$ cat config.mk
export PLATFORM = sky130hd
export DESIGN_NAME = game_state_ctrl
export DESIGN_NICKNAME = d
export VERILOG_FILES = /design/src/rtl/game_pkg.sv /design/src/rtl/frame_tick_gen.sv /design/src/rtl/game_state_ctrl.sv
export SDC_FILE = /design/constraint.sdc
export NUM_CORES = 1
export LEC_CHECK = 0
export BUFFER_PORTS_ARGS = -buffer_cell sky130_fd_sc_hd__buf_2
export CAP_MARGIN = 0
export CORE_ASPECT_RATIO = 1.25
export CORE_UTILIZATION = 56
export DETAILED_ROUTE_END_ITERATION = 7
export GPL_TIMING_DRIVEN = 0
export HOLD_SLACK_MARGIN = 0.05
export PLACE_DENSITY = 0.78
export SLEW_MARGIN = 20
export SYNTH_ARGS = -nofsm -noshare
export SYNTH_HDL_FRONTEND = slang
export SYNTH_SLANG_ARGS = --single-unit
$ cat constraint.sdc
create_clock -name clk -period 2.4 [get_ports clk]
set_input_delay 0.36 -clock clk [delete_from_list [all_inputs] [get_ports clk]]
set_output_delay 0.36 -clock clk [all_outputs]
set_load 0.005 [all_outputs]
$ cat src/rtl/game_pkg.sv
// Shared game-flow types and default frame timing for the game logic and draw_* stages.
// Latency: n/a (types and constants only).
// Backpressure: n/a.
package game_pkg;

    // State encoding seen by every draw_* overlay; compare against these names, not literals.
    typedef enum logic [2:0] {
        ST_MENU      = 3'b000,
        ST_COUNTDOWN = 3'b001,
        ST_PLAY      = 3'b010,
        ST_PAUSE     = 3'b011,
        ST_OVER      = 3'b100
    } game_state_t;

    // Default frame timings at 60 Hz.
    localparam int DEF_COUNTDOWN_FRAMES = 180;
    localparam int DEF_OVER_MIN_FRAMES  = 60;
    localparam int DEF_OVER_MAX_FRAMES  = 600;
    localparam int DEF_BLINK_FRAMES     = 30;
    localparam int DEF_CNT_W            = 10;

endpackage

$ cat src/rtl/frame_tick_gen.sv
// Turns the vsync level into a one-cycle frame tick on its rising edge.
// Latency: tick is registered, high for one clk starting one clk after vsync is sampled high.
// Backpressure: none; every rising edge produces exactly one tick.
//
// Ports:
//   clk   - pixel clock
//   rst   - synchronous active-low reset, clears the edge history
//   vsync - vsync level from the VGA timing stage
//   tick  - one-cycle frame strobe
module frame_tick_gen (
    input  logic clk,
    input  logic rst,
    input  logic vsync,
    output logic tick
);

    logic vsync_d;

    always_ff @(posedge clk) begin
        if (!rst) begin
            vsync_d <= 1'b0;
            tick    <= 1'b0;
        end else begin
            vsync_d <= vsync;
            tick    <= vsync & ~vsync_d;
        end
    end

endmodule

$ cat src/rtl/game_state_ctrl.sv
// Central game-flow FSM: menu, countdown, play, pause, game-over, all timed in frames.
// Latency: inputs act on the next clk edge; all outputs registered (new state visible one clk later).
// Backpressure: none; button events are edge-detected and an event not consumed by a state is dropped.
//
// Ports:
//   clk, rst             - pixel clock, synchronous active-low reset
//   vsync                - frame timing, rising edge = frame tick
//   btn_start, btn_pause - debounced button levels (rising edge = one event)
//   player_dead          - level, high while no lives remain
//   game_state           - current game_state_t code
//   frame_cnt            - frames spent in the current state, saturating
//   over_blink           - blink phase while in OVER, 0 elsewhere
//   game_reset           - one-cycle pulse on the first COUNTDOWN cycle
module game_state_ctrl
    import game_pkg::*;
#(
    parameter int COUNTDOWN_FRAMES = DEF_COUNTDOWN_FRAMES,
    parameter int OVER_MIN_FRAMES  = DEF_OVER_MIN_FRAMES,
    parameter int OVER_MAX_FRAMES  = DEF_OVER_MAX_FRAMES,
    parameter int BLINK_FRAMES     = DEF_BLINK_FRAMES,
    parameter int CNT_W            = DEF_CNT_W
) (
    input  logic             clk,
    input  logic             rst,
    input  logic             vsync,
    input  logic             btn_start,
    input  logic             btn_pause,
    input  logic             player_dead,
    output logic [2:0]       game_state,
    output logic [CNT_W-1:0] frame_cnt,
    output logic             over_blink,
    output logic             game_reset
);

    localparam int CNT_LIMIT = (1 << CNT_W) - 1;

    // Timing parameters must fit the frame counter, otherwise the equality compares never fire.
    if (COUNTDOWN_FRAMES < 1 || COUNTDOWN_FRAMES > CNT_LIMIT ||
        OVER_MIN_FRAMES  < 0 || OVER_MIN_FRAMES  > CNT_LIMIT ||
        OVER_MAX_FRAMES  < 1 || OVER_MAX_FRAMES  > CNT_LIMIT ||
        BLINK_FRAMES     < 1 || BLINK_FRAMES     > CNT_LIMIT) begin : g_bad_cfg
        $error("game_state_ctrl: frame parameter does not fit in CNT_W bits");
    end

    localparam logic [CNT_W-1:0] CNT_MAX    = {CNT_W{1'b1}};
    localparam logic [CNT_W-1:0] CNT_ONE    = CNT_W'(1);
    localparam logic [CNT_W-1:0] CD_LAST    = CNT_W'(COUNTDOWN_FRAMES - 1);
    localparam logic [CNT_W-1:0] OVER_MIN   = CNT_W'(OVER_MIN_FRAMES);
    localparam logic [CNT_W-1:0] OVER_LAST  = CNT_W'(OVER_MAX_FRAMES - 1);
    localparam logic [CNT_W-1:0] BLINK_LAST = CNT_W'(BLINK_FRAMES - 1);

    game_state_t      state_q, state_d;
    logic [CNT_W-1:0] frame_cnt_q, frame_cnt_d;
    logic [CNT_W-1:0] blink_cnt_q, blink_cnt_d;
    logic             over_blink_q, over_blink_d;
    logic             game_reset_q, game_reset_d;
    logic             btn_start_d, btn_pause_d;
    logic             tick;
    logic             start_ev, pause_ev;

    frame_tick_gen u_frame_tick (
        .clk   (clk),
        .rst   (rst),
        .vsync (vsync),
        .tick  (tick)
    );

    assign start_ev = btn_start & ~btn_start_d;
    assign pause_ev = btn_pause & ~btn_pause_d;

    // Next-state logic.
    always_comb begin
        state_d = state_q;
        case (state_q)
            ST_MENU: begin
                if (start_ev) state_d = ST_COUNTDOWN;
            end
            ST_COUNTDOWN: begin
                if (tick && frame_cnt_q == CD_LAST) state_d = ST_PLAY;
            end
            ST_PLAY: begin
                // Death wins over a pause pressed in the same cycle.
                if (player_dead)   state_d = ST_OVER;
                else if (pause_ev) state_d = ST_PAUSE;
            end
            ST_PAUSE: begin
                // player_dead is intentionally not looked at here; PLAY picks it up next cycle.
                if (pause_ev || start_ev) state_d = ST_PLAY;
            end
            ST_OVER: begin
                // An early start press is simply dropped, never remembered.
                if (start_ev && frame_cnt_q >= OVER_MIN)    state_d = ST_COUNTDOWN;
                else if (tick && frame_cnt_q == OVER_LAST) state_d = ST_MENU;
            end
            default: state_d = ST_MENU;
        endcase
    end

    // Frame counter, blink phase and reset strobe, all derived from the transition just decided.
    always_comb begin
        frame_cnt_d  = frame_cnt_q;
        blink_cnt_d  = blink_cnt_q;
        over_blink_d = over_blink_q;
        game_reset_d = (state_d == ST_COUNTDOWN) && (state_q != ST_COUNTDOWN);

        // A state change clears the count even if a tick lands in the same cycle.
        if (state_d != state_q) begin
            frame_cnt_d = '0;
        end else if (tick && frame_cnt_q != CNT_MAX) begin
            frame_cnt_d = frame_cnt_q + CNT_ONE;
        end

        // blink_cnt tracks frame_cnt modulo BLINK_FRAMES, so no divider is needed.
        if (state_d != ST_OVER || state_q != ST_OVER) begin
            blink_cnt_d  = '0;
            over_blink_d = 1'b0;
        end else if (tick) begin
            if (blink_cnt_q == BLINK_LAST) begin
                blink_cnt_d  = '0;
                over_blink_d = ~over_blink_q;
            end else begin
                blink_cnt_d = blink_cnt_q + CNT_ONE;
            end
        end
    end

    always_ff @(posedge clk) begin
        if (!rst) begin
            state_q      <= ST_MENU;
            frame_cnt_q  <= '0;
            blink_cnt_q  <= '0;
            over_blink_q <= 1'b0;
            game_reset_q <= 1'b0;
            btn_start_d  <= 1'b0;
            btn_pause_d  <= 1'b0;
        end else begin
            state_q      <= state_d;
            frame_cnt_q  <= frame_cnt_d;
            blink_cnt_q  <= blink_cnt_d;
            over_blink_q <= over_blink_d;
            game_reset_q <= game_reset_d;
            btn_start_d  <= btn_start;
            btn_pause_d  <= btn_pause;
        end
    end

    assign game_state = state_q;
    assign frame_cnt  = frame_cnt_q;
    assign over_blink = over_blink_q;
    assign game_reset = game_reset_q;

endmodule

==> results of run 1 <==
-- power by group --
group | switching [mW] | internal, mW
Clock | 0.171 | 0.101
Sequential | 0.00517 | 0.489
Combinational | 0.0298 | 0.0288
-- stage by stage --
| stage | setup slack, ns | utilization | power (mW) | instances |
|---|---|---|---|---|
| 2_1_floorplan | 0.507 | - | 0.545 | 161 |
| 3_3_place_gp | 0.322 | 0.664 | 0.561 | 214 |
| 3_5_place_dp | 0.278 | 0.664 | 0.564 | 214 |
| 4_1_cts | 0.249 | 0.681 | 0.830 | 220 |
| 5_1_grt | 0.101 | 0.681 | 0.855 | 220 |
| 6_report | 0.246 | 0.681 | 0.824 | 220 |
-- state kept, by name, indices dropped and copies added, names as in the netlist --
register / flops
game_state: 3
over_blink: 1
game_reset: 1
frame_cnt: 10
u_frame_tick.tick: 1
btn_pause_d: 1
btn_start_d: 1
blink_cnt_q: 10
u_frame_tick.vsync_d: 1
-- layout by cell type, fill, tap and decap left out, types with 2 or more instances in the layout --
cell,Yosys,final
nand4_1,9,9
clkbuf_4,0,5
nor4_1,2,2
clkbuf_1,3,3
xor2_1,11,11
inv_1,5,5
nor3b_1,9,9
nand3_1,4,4
xnor2_1,4,4
and3_1,6,6
buf_2,0,20
a21oi_1,3,3
and2_1,5,5
o21a_1,2,2
nand2_1,11,11
dfxtp_1,29,29
nor2b_1,3,3
nand2b_1,2,2
ha_1,4,4
mux2i_1,5,5
a21boi_0,2,2
nor2_1,19,19
-- layer usage --
metal / vias to the layer above / routed length [um] / global-route usage
met5: - / 0 / 0
met4: 0 / 53 / 0.101
met3: 5 / 131 / 0.0752
met2: 25 / 1640 / 0.452
met1: 588 / 1290 / 0.242
li1: 627 / - / -
-- cell type report --
class,count,area share
Tap cell,33,0.0240
Sequential cell,29,0.337
Clock buffer,5,0.0218
Clock inverter,1,0.00291
Buffer,5,0.0174
Timing Repair Buffer,20,0.0581
Multi-Input combinational cell,122,0.528
Inverter,5,0.0109
-- worst max-delay path by stage --
stage	start	endpoint	slack, ns
2_1_floorplan	frame_cnt[1]	frame_cnt[7]	0.51
3_3_place_gp	frame_cnt[1]	frame_cnt[7]	0.32
3_5_place_dp	frame_cnt[1]	frame_cnt[7]	0.28
4_1_cts	frame_cnt[1]	frame_cnt[7]	0.25
5_1_grt	frame_cnt[1]	frame_cnt[7]	0.10
6_report	frame_cnt[1]	frame_cnt[7]	0.25
-- cell families after synthesis --
group	share of synthesized area
buffers and inverters	0.0317
adders and majority gates	0.0325
DFF	0.378
AOI/OAI and AO/OA	0.111
and+or+nand+nor	0.329
muxes	0.0325
xor gates and xnor gates	0.0854
==> impl_results.md, run 1 <==
* Clk sinks at 29
* Total GRT Usage at 0.237
* Core area at between 2000 and 3000 um^2
* RR Endpoint: frame_cnt[7]
* Skew final at around 0.012 ns
* Register Area at 581 um^2
* Site Rows at 20
* Hold Path Origin: btn_start
* PwrDens at roughly 480 nW/um^2
* Vias at 1,245
* Antenna diode count at 0
* Startpoint Class: register
* Layout fillers at between 200 and 250
* Synthesized area per cell at 9.55 um^2
* Total gr overflow at 0
* Max_slew headroom at 0.651
* Reg-to-reg critical path startpoint: frame_cnt[1]
* Nets at 198
* Largest net degree at the start of global routing at 11
* DRT Pass-1 Iters at 4
* Postcts setup bufs at 0
* Synthesized Nets at 171
* # IOs at 21
* Vias/cell at 5.66
* CP Max Fanout at 10
* Design area at 1720 um^2
* Ys async rst share at 0
* Slowest-stage cell, CP: o41ai_2
* Critical Path AT at 2.39 ns
* Die height at 60.6 um
* Maxcap violations at 0
* Worst slew pin tran at 0.516 ns
* Largest stage delay on the critical path at 0.41 ns
* Worst VDD drop at 0.443 mV
* Fmax at 464 MHz
* Reg clk slew, reported paths at 0.10 ns
* DRT antenna net count at 0
* Max-slew violation count at 0
* Starting Density at 0.608
* Initial antenna violation count at 0
* Detailed-placement wirelength estimate at roughly 2300 um
* Routed WL at 3110 um
* Vias in the first global route at between 1,000 and 1,500
* LEAKAGE at 0.711 nW
* Post-synthesis cell type with the largest combined area: dfxtp_1
* Cell Chain, Critical Path: ha_1, nand4b_4, o41ai_2, o311a_1, a2bb2oi_4, and3b_1
* Post-synth cell types at 43
* Hold_ws at roughly 0.25 ns
* Clock root buffer: clkbuf_4
* Worst-skew pair later-pin latency at 0.35 ns
* Period utilisation layout at 0.897
* First-pass GRT wire length at 5130 um
* Post-layout min period at 2.15 ns
* Top cell type's share of synthesized area at 0.378
* Placed inst area at ~1700 um^2
* Die footprint at 2960 um^2
* IO Port Bufs at 20
* Final Setup Violations at 0
* Worst Path Buf+Inv at 0
* Cts repair resizes at 0
* Area occupied by multi-input gates at 908 um^2
* Synth Flop Type: dfxtp_1
* RSZ-0062 raised after global routing: no
* Initial drt markers at 27
* Reg2Reg Setup Slack at about 0.25 ns
* Synthesized flop and latch total at 29
* Req. time, crit path at 2.64 ns
* DRC viols at 0
* HP Class: input pin to register
* Commonest cells post-synth: dfxtp_1, nor2_1, nand2_1, xor2_1
* Die X-Extent at 48.9 um
* Min-Delay Endpoint: btn_start_d
* Sequential-to-total area share from yosys stat at 0.378
* Avg WL per Cell at roughly 14 um
* Yosys warns at 0
* Critical path depth at 6
* Post-synth EDFFs at 0
* Cts bufs inserted at 5
* Count leader, synth: dfxtp_1
* Top cells by area, synth: dfxtp_1, xor2_1, nor2_1, nor3b_1, nand4_1
* Maximum root-to-sink buffer count at 2
* Final setup TNS at 0 ns
* Hold Violations, Final at 0
* Mapped cell area at 1540 um^2
* CTS tree: done
* Run status: complete, no violations
* Post-Synthesis Cells at around 160
* CP Class: register to register
* H-Tree Depth at 2
* Area grow syn2layout at 12.0%
* CTS Hold Bufs at 0
* Hold Path Stages at 2
* Delay-heaviest family, CP: compound AO/OA/AOI/OAI gates
* Layout cells sized above 1 at 0.198
* RD Place Congestion at 0.801
* Reg2reg path depth at 6
* Critical path capture point type: register
(Power assumes the default switching activity.)
==> inputs of run 2 (changes only) <==
--- a/config.mk
+++ b/config.mk
@@ -9,6 +9,7 @@
 export CAP_MARGIN = 0
 export CORE_ASPECT_RATIO = 1.25
 export CORE_UTILIZATION = 56
+export CTS_BUF_LIST = sky130_fd_sc_hd__clkbuf_8 sky130_fd_sc_hd__clkbuf_16
 export DETAILED_ROUTE_END_ITERATION = 7
 export GPL_TIMING_DRIVEN = 0
 export HOLD_SLACK_MARGIN = 0.05
==> impl_results.md, run 2 (same netlist as run 1, synthesis figures left out) <==
* Die X-Extent at 48.9 um (unchanged)
* Core area at 2530 um^2 (unchanged)
* Fmax at 465 MHz (+0.25%)
* DRC viols at 0 (unchanged)
* Fin util at 0.694 (+0.0124)
* Max_slew headroom at 0.651 (about the same)
* Cell Chain, Critical Path: ha_1, nand4b_4, o41ai_2, o311a_1, a2bb2oi_4, and3b_1
* Clk sinks at 29 (unchanged)
* RSZ-0062 raised after global routing: no
* H-Tree Depth at 2 (unchanged)
* Most common cell after layout, fill and taps aside: dfxtp_1
* Cts repair resizes at 0 (unchanged)
* Starting Density at 0.608 (unchanged)
* Reg-to-reg critical path startpoint: frame_cnt[1]
* CP Launch Point: frame_cnt[1]
* Clock root buffer: clkbuf_8
* First-pass GRT wire length at 5150 um (+0.27%)
* Critical Path AT at 2.32 ns (-0.07 ns)
* Largest stage delay on the critical path at 0.42 ns (about the same)
* Die footprint at 2960 um^2 (unchanged)
* Run status: complete, no violations
* Critical path depth at 6 (unchanged)
* CTS Hold Bufs at 0 (unchanged)
* Period utilisation layout at 0.895 (-0.00222)
* Cts bufs inserted at 5 (unchanged)
* Post-layout min period at 2.15 ns (-0.00534 ns)
* Layout cells sized above 1 at 0.198 (unchanged)
* CP Max Fanout at 10 (unchanged)
* LEAKAGE at 0.723 nW (+1.8%)
* Reg2reg path depth at 6 (unchanged)
* Final Setup Violations at 0 (unchanged)
* Initial drt markers at 33 (+22%)
* Delay-heaviest family, CP: compound AO/OA/AOI/OAI gates
* IO Port Bufs at 20 (unchanged)
* Reg clk slew, reported paths at 0.06 ns (-0.04 ns)
* Maximum root-to-sink buffer count at 2 (unchanged)
* P_sw at 0.216 mW (+5.0%)
* Worst VDD drop at 0.461 mV (+4.1%)
* Gr busiest metal: met2
* Commonest cells after routing, fill and taps aside: dfxtp_1, buf_2, nor2_1, nand2_1, xor2_1
* Slowest-stage cell, CP: o41ai_2
* Hold Path Origin: btn_start
* Vias at 1,258 (+1.0%)
* Vias in the first global route at 1,205 (+0.25%)
* PwrDens at 527 nW/um^2 (+10%)
* RD Place Congestion at 0.801 (unchanged)
* DRT Pass-1 Iters at 4 (unchanged)
* Total GRT Usage at 0.239 (+0.00175)
* Postcts setup bufs at 0 (unchanged)
* Met2 GRT Util at 0.454 (+0.00198)
* Comb power frac at 0.064 (-0.007)
* Site Rows at 20 (unchanged)
* Hold Path Stages at 2 (unchanged)
* Total gr overflow at 0 (unchanged)
* Reg power frac at 0.535 (-0.064)
* Worst slew pin tran at 0.516 ns (+0.0000346 ns)
* Clk pwr share at 0.401 (+0.071)
* CTS tree: done
* Hold Violations, Final at 0 (unchanged)
* GR Util met3 at 0.0677 (-0.00752)
* Startpoint Class: register
* Met1 Use GR at 0.241 (-0.00117)
* Skew final at 0.00783 ns (-0.00433 ns)
* Initial antenna violation count at 0 (unchanged)
* Routed WL at 3130 um (+0.64%)
* Worst-skew pair later-pin latency at 0.29 ns (-0.06 ns)
* Die height at 60.6 um (unchanged)
* Maxcap violations at 0 (unchanged)
* Antenna diode count at 0 (unchanged)
* Total power draw at 0.924 mW (+12%)
* Vias/cell at 5.72 (+1.0%)
* Switching part of the total at 0.234 (-0.0158)
* Detailed-placement wirelength estimate at 2310 um (unchanged)
* Largest net degree at the start of global routing at 11 (unchanged)
* Area grow syn2layout at 14.0%
* Worst Path Buf+Inv at 0 (unchanged)
* Max-slew violation count at 0 (unchanged)
* Req. time, crit path at 2.58 ns (-0.06 ns)
* Critical path capture point type: register
* Avg WL per Cell at 14.2 um (+0.64%)
* DRT antenna net count at 0 (unchanged)
* Final setup TNS at 0 ns (unchanged)
* # IOs at 21 (unchanged)
* CP Class: register to register
* Cell-internal power at 0.708 mW (+14%)
* Nets at 198 (unchanged)
* HP Class: input pin to register
==> run 2: cell counts in the layout (fill, tap and decap cells not counted) <==
No cell type changed its count.
==> run 2: worst paths after layout <==
path | to | slack [ns]
min reg2reg | u_frame_tick.tick | 0.38
min | btn_start_d | 0.31
max | frame_cnt[7] | 0.25
max reg2reg | frame_cnt[7] | 0.25
==> run 2: metrics by stage <==
| stage | hold WS (ns) | cells | setup WS [ns] | area, um^2 |
|---|---|---|---|---|
| floorplan | 0.367 | 161 | 0.507 | 1540 |
| detailed placement | 0.376 | 214 | 0.278 | 1680 |
| global placement | 0.373 | 214 | 0.322 | 1680 |
| global route | 0.312 | 220 | 0.111 | 1750 |
| finish | 0.306 | 220 | 0.251 | 1750 |
| CTS | 0.293 | 220 | 0.261 | 1750 |
==> run 2: worst register-to-register path: stages, from the launching register on <==
cell       delay, ns
dfxtp_1         0.39
ha_1            0.30
nand4b_4        0.13
o41ai_2         0.42
o311a_1         0.29
a2bb2oi_4       0.30
and3b_1         0.22
==> run 2: routing by layer <==
layer / vias to the layer above / wire, um
met3: 4 / 83
met1: 601 / 1330
met2: 28 / 1680
met5: - / 0
li1: 625 / -
met4: 0 / 36
==> run 2: final cells by class <==
class | count | area (um^2)
flip-flops and latches | 29 | 581
plain buffers | 5 | 30.0
multi-input cells | 122 | 908
clock inverters | 1 | 5.00
well taps | 33 | 41.3
repair buffers | 20 | 100
inverters | 5 | 18.8
clock buffers | 5 | 68.8
fillers | 203 | 774
==> run 2: power groups by stage <==
stage	logic (mW)	registers, mW	clock network, mW
after floorplan	0.0399	0.505	0
after global placement	0.0565	0.505	0
after detailed placement	0.0585	0.505	0
after CTS	0.0592	0.494	0.382
after global routing	0.0638	0.495	0.398
final	0.0589	0.494	0.371
